$ cat src/rtl/tx_sched_dispatch.sv
`default_nettype none
// ============================================================================
// Module   : tx_sched_dispatch
// Purpose  : Latches a one-hot scheduling grant, streams one frame from the
//            selected crossbar FWFT FIFO as AXI-Stream, then pulses completion.
// Revision : 1.0 - initial release
// ============================================================================
module tx_sched_dispatch #(
    parameter int PORT_FIFO_PRI_NUM = 8,
    parameter int DATA_WIDTH        = 8,
    parameter int MAX_BEATS         = 1536
) (
    input  logic                                        i_clk,
    input  logic                                        i_rst,
    input  logic [PORT_FIFO_PRI_NUM:0]                  i_scheduing_rst,
    input  logic                                        i_scheduing_rst_vld,
    input  logic [PORT_FIFO_PRI_NUM:0]                  i_fifoc_empty,
    input  logic [(PORT_FIFO_PRI_NUM+1)*DATA_WIDTH-1:0] i_fifoc_data,
    input  logic [PORT_FIFO_PRI_NUM:0]                  i_fifoc_last,
    output logic [PORT_FIFO_PRI_NUM:0]                  o_fifoc_rden,
    output logic [DATA_WIDTH-1:0]                       o_tx_axis_data,
    output logic                                        o_tx_axis_valid,
    output logic                                        o_tx_axis_last,
    input  logic                                        i_tx_axis_ready,
    output logic                                        o_frame_done,
    output logic                                        o_busy,
    output logic [15:0]                                 o_grant_err_cnt
);

    localparam int c_NQ    = PORT_FIFO_PRI_NUM + 1;
    localparam int c_SEL_W = (c_NQ > 1) ? $clog2(c_NQ) : 1;
    localparam int c_CNT_W = $clog2(MAX_BEATS + 1);
    localparam logic [c_CNT_W-1:0] c_LAST_CNT = c_CNT_W'(MAX_BEATS - 1);

    typedef enum logic [1:0] {
        ST_IDLE    = 2'd0,
        ST_XFER    = 2'd1,
        ST_DISCARD = 2'd2,
        ST_DONE    = 2'd3
    } state_t;

    state_t               r_state_q, w_state_d;
    logic [c_SEL_W-1:0]   r_sel_q, w_sel_d;
    logic [c_CNT_W-1:0]   r_beat_cnt_q, w_beat_cnt_d;
    logic [15:0]          r_err_cnt_q, w_err_cnt_d;

    logic                  w_grant_onehot;
    logic                  w_grant_nonempty;
    logic [c_SEL_W-1:0]    w_grant_idx;
    logic [DATA_WIDTH-1:0] w_head_data;
    logic                  w_head_empty;
    logic                  w_head_last;
    logic                  w_pop;
    logic [15:0]           w_err_inc;

    // Grant decode: index of the set bit is only meaningful when exactly one-hot.
    always_comb begin
        w_grant_idx = '0;
        for (int i = 0; i < c_NQ; i++) begin
            if (i_scheduing_rst[i]) begin
                w_grant_idx = c_SEL_W'(i);
            end
        end
        w_grant_onehot   = (i_scheduing_rst != '0) &&
                           ((i_scheduing_rst & (i_scheduing_rst - c_NQ'(1))) == '0);
        w_grant_nonempty = |(i_scheduing_rst & ~i_fifoc_empty);
    end

    always_comb begin
        w_head_data  = '0;
        w_head_empty = 1'b1;
        w_head_last  = 1'b0;
        for (int i = 0; i < c_NQ; i++) begin
            if (r_sel_q == c_SEL_W'(i)) begin
                w_head_data  = i_fifoc_data[i*DATA_WIDTH +: DATA_WIDTH];
                w_head_empty = i_fifoc_empty[i];
                w_head_last  = i_fifoc_last[i];
            end
        end
    end

    assign w_err_inc = (r_err_cnt_q != 16'hFFFF) ? (r_err_cnt_q + 16'd1) : r_err_cnt_q;

    always_comb begin
        w_state_d       = r_state_q;
        w_sel_d         = r_sel_q;
        w_beat_cnt_d    = r_beat_cnt_q;
        w_err_cnt_d     = r_err_cnt_q;
        w_pop           = 1'b0;
        o_tx_axis_valid = 1'b0;
        o_tx_axis_data  = '0;
        o_tx_axis_last  = 1'b0;
        o_frame_done    = 1'b0;
        o_fifoc_rden    = '0;

        case (r_state_q)
            ST_IDLE: begin
                if (i_scheduing_rst_vld) begin
                    if (w_grant_onehot && w_grant_nonempty) begin
                        w_sel_d      = w_grant_idx;
                        w_beat_cnt_d = '0;
                        w_state_d    = ST_XFER;
                    end else begin
                        w_err_cnt_d = w_err_inc;
                    end
                end
            end
            ST_XFER: begin
                o_tx_axis_valid = ~w_head_empty;
                o_tx_axis_data  = w_head_data;
                // Truncation forces last on the final permitted beat.
                o_tx_axis_last  = w_head_last | (r_beat_cnt_q == c_LAST_CNT);
                if (o_tx_axis_valid && i_tx_axis_ready) begin
                    w_pop        = 1'b1;
                    w_beat_cnt_d = r_beat_cnt_q + c_CNT_W'(1);
                    if (w_head_last) begin
                        w_state_d = ST_DONE;
                    end else if (r_beat_cnt_q == c_LAST_CNT) begin
                        w_state_d = ST_DISCARD;
                    end
                end
                if (i_scheduing_rst_vld) begin
                    w_err_cnt_d = w_err_inc;
                end
            end
            ST_DISCARD: begin
                w_pop = ~w_head_empty;
                if (!w_head_empty && w_head_last) begin
                    w_state_d = ST_DONE;
                end
                if (i_scheduing_rst_vld) begin
                    w_err_cnt_d = w_err_inc;
                end
            end
            ST_DONE: begin
                o_frame_done = 1'b1;
                w_state_d    = ST_IDLE;
                if (i_scheduing_rst_vld) begin
                    w_err_cnt_d = w_err_inc;
                end
            end
            default: begin
                w_state_d = ST_IDLE;
            end
        endcase

        // Reset aborts immediately: no handshake or pop in the reset cycle.
        if (i_rst) begin
            w_pop           = 1'b0;
            o_tx_axis_valid = 1'b0;
            o_tx_axis_data  = '0;
            o_tx_axis_last  = 1'b0;
            o_frame_done    = 1'b0;
        end

        for (int i = 0; i < c_NQ; i++) begin
            if (w_pop && (r_sel_q == c_SEL_W'(i))) begin
                o_fifoc_rden[i] = 1'b1;
            end
        end
    end

    always_ff @(posedge i_clk) begin
        if (i_rst) begin
            r_state_q    <= ST_IDLE;
            r_sel_q      <= '0;
            r_beat_cnt_q <= '0;
            r_err_cnt_q  <= '0;
        end else begin
            r_state_q    <= w_state_d;
            r_sel_q      <= w_sel_d;
            r_beat_cnt_q <= w_beat_cnt_d;
            r_err_cnt_q  <= w_err_cnt_d;
        end
    end

    assign o_busy          = (r_state_q != ST_IDLE);
    assign o_grant_err_cnt = r_err_cnt_q;

endmodule
`default_nettype wire

$ cat config.mk
export PLATFORM = sky130hd
export DESIGN_NAME = tx_sched_dispatch
export DESIGN_NICKNAME = d
export VERILOG_FILES = /design/src/rtl/tx_sched_dispatch.sv
export SDC_FILE = /design/constraint.sdc
export NUM_CORES = 1
export LEC_CHECK = 0
export ABC_AREA = 1
export CORE_MARGIN = 2
export CORE_UTILIZATION = 35
export CTS_CLUSTER_SIZE = 24
export DETAILED_ROUTE_END_ITERATION = 7
export DONT_BUFFER_PORTS = 1
export PLACE_DENSITY = 0.48
export SKIP_LAST_GASP = 1
export SYNTH_ARGS = -nofsm -noshare
export SYNTH_HDL_FRONTEND = slang
export SYNTH_SLANG_ARGS = --single-unit
$ cat constraint.sdc
create_clock -name i_clk -period 2.45 [get_ports i_clk]
set_input_delay 0.3675 -clock i_clk [delete_from_list [all_inputs] [get_ports i_clk]]
set_output_delay 0.3675 -clock i_clk [all_outputs]
set_load 0.01 [all_outputs]
Word-level counts from Yosys, hierarchy flattened
Cells that the tools add are included.
{"block": "totals", "ff_bits": 33, "inputBits": 103, "elab_cells": 129}
{"block": "op_classes", "addsub": 3, "n_eq_ne": 20, "n_mux": 71, "bitwise": 5, "n_reduce_logical": 26}
{"op": "$mux 8", "n": 11}
{"op": "$mux 16", "n": 4}
{"op": "$mux 1", "n": 36}
{"op": "$mux 11", "n": 3}
{"op": "$pmux 16 s2", "n": 1}
{"op": "$mux 4", "n": 7}
{"op": "$pmux 11 s2", "n": 1}
{"op": "$and 9x9->9", "n": 2}
{"op": "$add 16x1->16 const B", "n": 1}
{"op": "$eq 4x3->1 const B", "n": 4}
{"op": "$ne 16x16->1 const B", "n": 1}
{"op": "$logic_and 1x1->1", "n": 13}
{"op": "$mux 2", "n": 6}
{"op": "$add 11x1->11 const B", "n": 1}
{"op": "$eq 11x11->1 const B", "n": 1}
{"op": "$ne 2x2->1 const B", "n": 5}
{"op": "$logic_not 9->1", "n": 1}
{"op": "$not 9->9", "n": 1}
{"op": "$reduce_bool 9->1", "n": 1}
{"op": "$reduce_or 9->1", "n": 1}
{"op": "$sub 9x1->9 const B", "n": 1}
{"op": "$eq 4x2->1 const B", "n": 2}
{"op": "$pmux 2 s4", "n": 1}
{"op": "$reduce_and 3->1", "n": 2}
{"op": "other kinds (16)", "n": 18}

Depth between registers and ports, before layout
{"block": "depth", "word_depth": 17, "ltp_mapped": 15, "depth_no_buf": 15}

Least setup slack after synthesis
Ideal clock, no wire load.
{"block": "synth_path", "kind": "flip-flop to output port", "start": "reg r_sel_q[0]", "end": "out o_fifoc_rden[0]", "arrival_time_ns": 1.767, "t_required_ns": 2.082, "slack_ns": 0.316, "path_stages_with_launch": 10, "path_buffers": 0, "path_cell_list": "dfxtp_1 inv_2 nor3_4 inv_2 or2_0 nand4_2 nand2_1 o22ai_1 nand3_2 nor2_1"}
{"block": "synth_between", "elab_chain_cells": 17}
{"element": "from (decl)", "line_no": "43", "text": "logic [c_SEL_W-1:0] r_sel_q, w_sel_d;"}
{"element": "from (signal assigned)", "line_no": "171", "text": "r_sel_q <= w_sel_d;"}
{"element": "$logic_not 4->1", "line_no": "74, 157"}
{"element": "$mux 1 (9 in a row)", "line_no": "74", "text": "if (r_sel_q == c_SEL_W'(i)) begin"}
{"element": "$not 1->1", "line_no": "109, 127"}
{"element": "$logic_and 1x1->1", "line_no": "113", "text": "if (o_tx_axis_valid && i_tx_axis_ready) begin"}
{"element": "$mux 1", "line_no": "113"}
{"element": "$pmux 1 s2", "line_no": "96", "text": "case (r_state_q)"}
{"element": "$mux 1", "line_no": "148", "text": "if (i_rst) begin"}
{"element": "$logic_and 1x1->1 *", "line_no": "157", "text": "if (w_pop && (r_sel_q == c_SEL_W'(i))) begin"}
{"element": "$mux 1 *", "line_no": "157"}
{"element": "to (decl)", "line_no": "20", "text": "output logic [PORT_FIFO_PRI_NUM:0] o_fifoc_rden,"}
Every way passes the cells marked *; elsewhere a longest branch is shown, timed or not.

Worst setup path after layout
{"block": "layout_path", "start": "reg r_sel_q[3]", "end": "out o_fifoc_rden[5]"}
{"block": "layout_between", "elab_chain_cells": 17}
{"element": "$logic_not 4->1", "line_no": "74"}
{"element": "$mux 1 (9 in a row)", "line_no": "74"}
{"element": "$not 1->1", "line_no": "109, 127"}
{"element": "$logic_and 1x1->1", "line_no": "113"}
{"element": "$mux 1", "line_no": "113"}
{"element": "$pmux 1 s2", "line_no": "96"}
{"element": "$mux 1", "line_no": "148"}
{"element": "$logic_and 1x1->1 *", "line_no": "157"}
{"element": "$mux 1 *", "line_no": "157"}
Marks and branches as above.

==> qor.txt <==
Share of cells above drive strength 1: 15.1%
Dpl hpwl: 7510 µm
Die Area: 9100 µm²
R2R cell count: 13
Fillers: 898
Critical path class: register to output pin
IO buf count: 0
Top Ports: 140
Area leader, netlist: dfxtp_1
Reg area: 673 µm²
Hold path start: i_rst
P_leak: 0.00140 µW
H-tree depth: 2
Worst hold endpoint: r_sel_q[3]
Maximum clock frequency: 408 MHz
Combinational fraction of design power: 48.2%
Root Buffer: clkbuf_8
Sequential group share of total power: 32.8%
Switching share of power: 45.3%
Synthesized flop and latch total: 33
Vias in the first global route: 3110
TritonCTS clock tree: yes
Ant. Diodes: 0
DR DRC count: 0
Hold path depth: 1
Reg2reg setup slack: 0.41 ns
CP Launch Type: register
Synth top area share: 22.6%
Cells after Synth: 505
Synth Net Count: 615
Power per cell area: 643 nW/µm²
Multi-input gate area: 2070 µm²
Critical Path Sink Type: output pin
Clk slew on worst S/H paths: 0.07 ns
Slew Limit Fails: 0
Placer congestion estimate: 0.841
Clk Latency, worst-skew pair: 0.29 ns
Leading post-synthesis cells by cell area: dfxtp_1 (23%), nand2_1 (16%), nor2_1 (9.6%)
Worst-path maximum fanout: 5
Die Ht: 95.4 µm
Final hold violation count: 0
Slew headroom: 61.6%
GRT Overall Usage: 20.5%
Avg Cell Area, Syn: 5.79 µm²
Worst EP required: 2.08 ns
Placed insts: 618
Syn Std Cell Area: 2930 µm²
Peak supply drop: 0.261 mV
Reg2reg end: o_grant_err_cnt[8]
Starting Density: 35.8%
Layout area overhead: 17.8%
Post-synth cell types: 37
Status: completed
Initial antenna violation count: 0
Core area: 8180 µm²
Clock power frac: 18.9%
Pre-antenna DRT Iters: 6
Worst Skew: 0.00400 ns
Seq/Total Area, Yosys: 22.6%
GR Overflow Total: 0
First-pass GRT wire length: 14800 µm
WHS: 0.133 ns
Setup TNS: 0 ns
Critical path arrival: 2.08 ns
Die X: 95.4 µm
WL final: 9490 µm
Critical R2R Launch: o_grant_err_cnt[1]
Nets@finish: 638
Cell internal pwr: 1210 µW
CTS Buffer Depth: 2
Routed vias: 3318
Switching pwr: 1000 µW
Drt first-iter violations: 154
Post-Layout Cell Count: 634
Period minus WS final: 2.45 ns
Synth Warn #: 0
Setup violations, final: 0
Post-route ant nets: 0
Num rows: 33
Max-Cap Viols: 0
Hold crit path type: primary input to register
Tightest Pin Transition: 0.571 ns
RSZ-0062 raised after global routing: yes
Pin count of the biggest net entering global routing: 28
Inserted Clock Buffers: 5
Routed vias/inst: 5.23
Clock sink total: 33
Crit share post-route: 100%
Per-cell routed wire length: 15.0 µm
kinds of logic after synthesis:
family | count (synthesis) | share of synthesized area, %
xor+xnor | 11 | 3.29
flops | 33 | 22.6
simple gates | 286 | 42.9
fa+ha+maj | 7 | 2.99
compound gates | 86 | 17.0
buf+inv | 82 | 11.2
final cells by class:
type                    instances  area share [%]
clock buffers                   5            2.00
clock inverters                 3           0.508
inverters                      70            7.84
multi-input cells             391            60.1
flip-flops and latches         33            19.5
well taps                     105            3.81
repair buffers                 27            6.24
per-layer routing:
| metal | global-route usage, % | routed length, µm | vias up | part of all wire (%) |
|---|---|---|---|---|
| met4 | 6.07 | 182 | 0 | 1.9 |
| met2 | 36.3 | 4520 | 125 | 48 |
| met1 | 24.4 | 3940 | 1476 | 41 |
| met3 | 5.14 | 845 | 16 | 8.9 |
| met5 | 0 | 0 | - | 0 |
| li1 | - | - | 1701 | - |
cell usage in the layout, fill, tap and decap left out, types with 5 or more instances in the layout:
master,n
dfxtp_1,29
o21ai_0,31
xor2_1,8
a221oi_1,5
inv_2,7
nor2_4,6
nand2_1,125
clkbuf_8,5
buf_4,26
nor2_2,8
a41oi_1,5
ha_1,7
a21oi_1,30
nor2_1,64
nand4_1,7
nand3_1,47
nor3_1,10
inv_1,60
power by group through the flow:
stage,Sequential [µW],Clock (µW),Combinational (µW)
3_3_place_gp,739,0,995
3_5_place_dp,743,0,1010
6_report,727,420,1070
4_1_cts,729,438,1070
2_1_floorplan,734,0,785
5_1_grt,739,463,1220
how the worst max path moves through the flow:
stage | cells past startpoint | end | from
2_1_floorplan | 9 | o_fifoc_rden[0] | r_sel_q[0]
3_3_place_gp | 9 | o_fifoc_rden[8] | r_sel_q[1]
3_5_place_dp | 9 | o_fifoc_rden[8] | r_sel_q[1]
4_1_cts | 7 | o_tx_axis_data[5] | r_state_q[1]
5_1_grt | 11 | o_fifoc_rden[7] | r_sel_q[3]
6_report | 10 | o_fifoc_rden[5] | r_sel_q[3]
stage by stage:
stage	setup WS [ns]	area, µm²	power [µW]	util (%)
final	0.000421	3450	2220	42.2
after global routing	-0.130	3450	2430	42.2
after CTS	-0.0215	3340	2240	40.9
after detailed placement	0.132	3150	1760	38.6
after global placement	0.184	3150	1730	38.6
after floorplan	0.316	2930	1520	-
what timing repair did:
action / 4_1_cts / 5_1_grt
hold buffers: 0 / 0
gates cloned: 1 / 0
setup endpoints to repair: 11 / 18
resized for setup: 22 / 21
buffers inserted: 3 / 4
pin swaps: 6 / 7
cell usage after synthesis:
master,n
o21ai_2,1
nand2_4,2
nor3b_1,3
inv_2,5
ha_1,7
nand3b_1,3
nor2_4,1
clkinv_1,3
o21ai_0,32
o22ai_1,4
a41oi_1,5
o21ai_1,1
o211ai_1,2
nor4_1,1
or2_0,1
xnor2_1,3
nor3_4,1
nand4_2,1
buf_4,1
buf_2,7
nor2_1,75
a21oi_1,31
nor3_1,10
inv_1,62
nor2_2,2
a31oi_1,1
nand3_2,2
xor2_1,8
o21bai_1,1
nand4_1,7
clkbuf_1,3
a221oi_1,8
nand2_1,128
dfxtp_1,33
nand3_1,47
or2_2,2
buf_6,1
registers in the layout, indices dropped and copies added, names as in the netlist:
register,count
r_state_q,2
o_grant_err_cnt,16
r_sel_q,4
r_beat_cnt_q,11
worst max-delay path, stage by stage (launching register included):
cell and delay [ns]:
dfxtp_4 0.37, inv_2 0.06, nand2_4 0.06, nor3_4 0.20
inv_2 0.07, or2_1 0.22, nand4_2 0.14, nand2_2 0.09
o22ai_4 0.22, nand3_4 0.14, nor2_1 0.23
(Power assumes the default switching activity.)
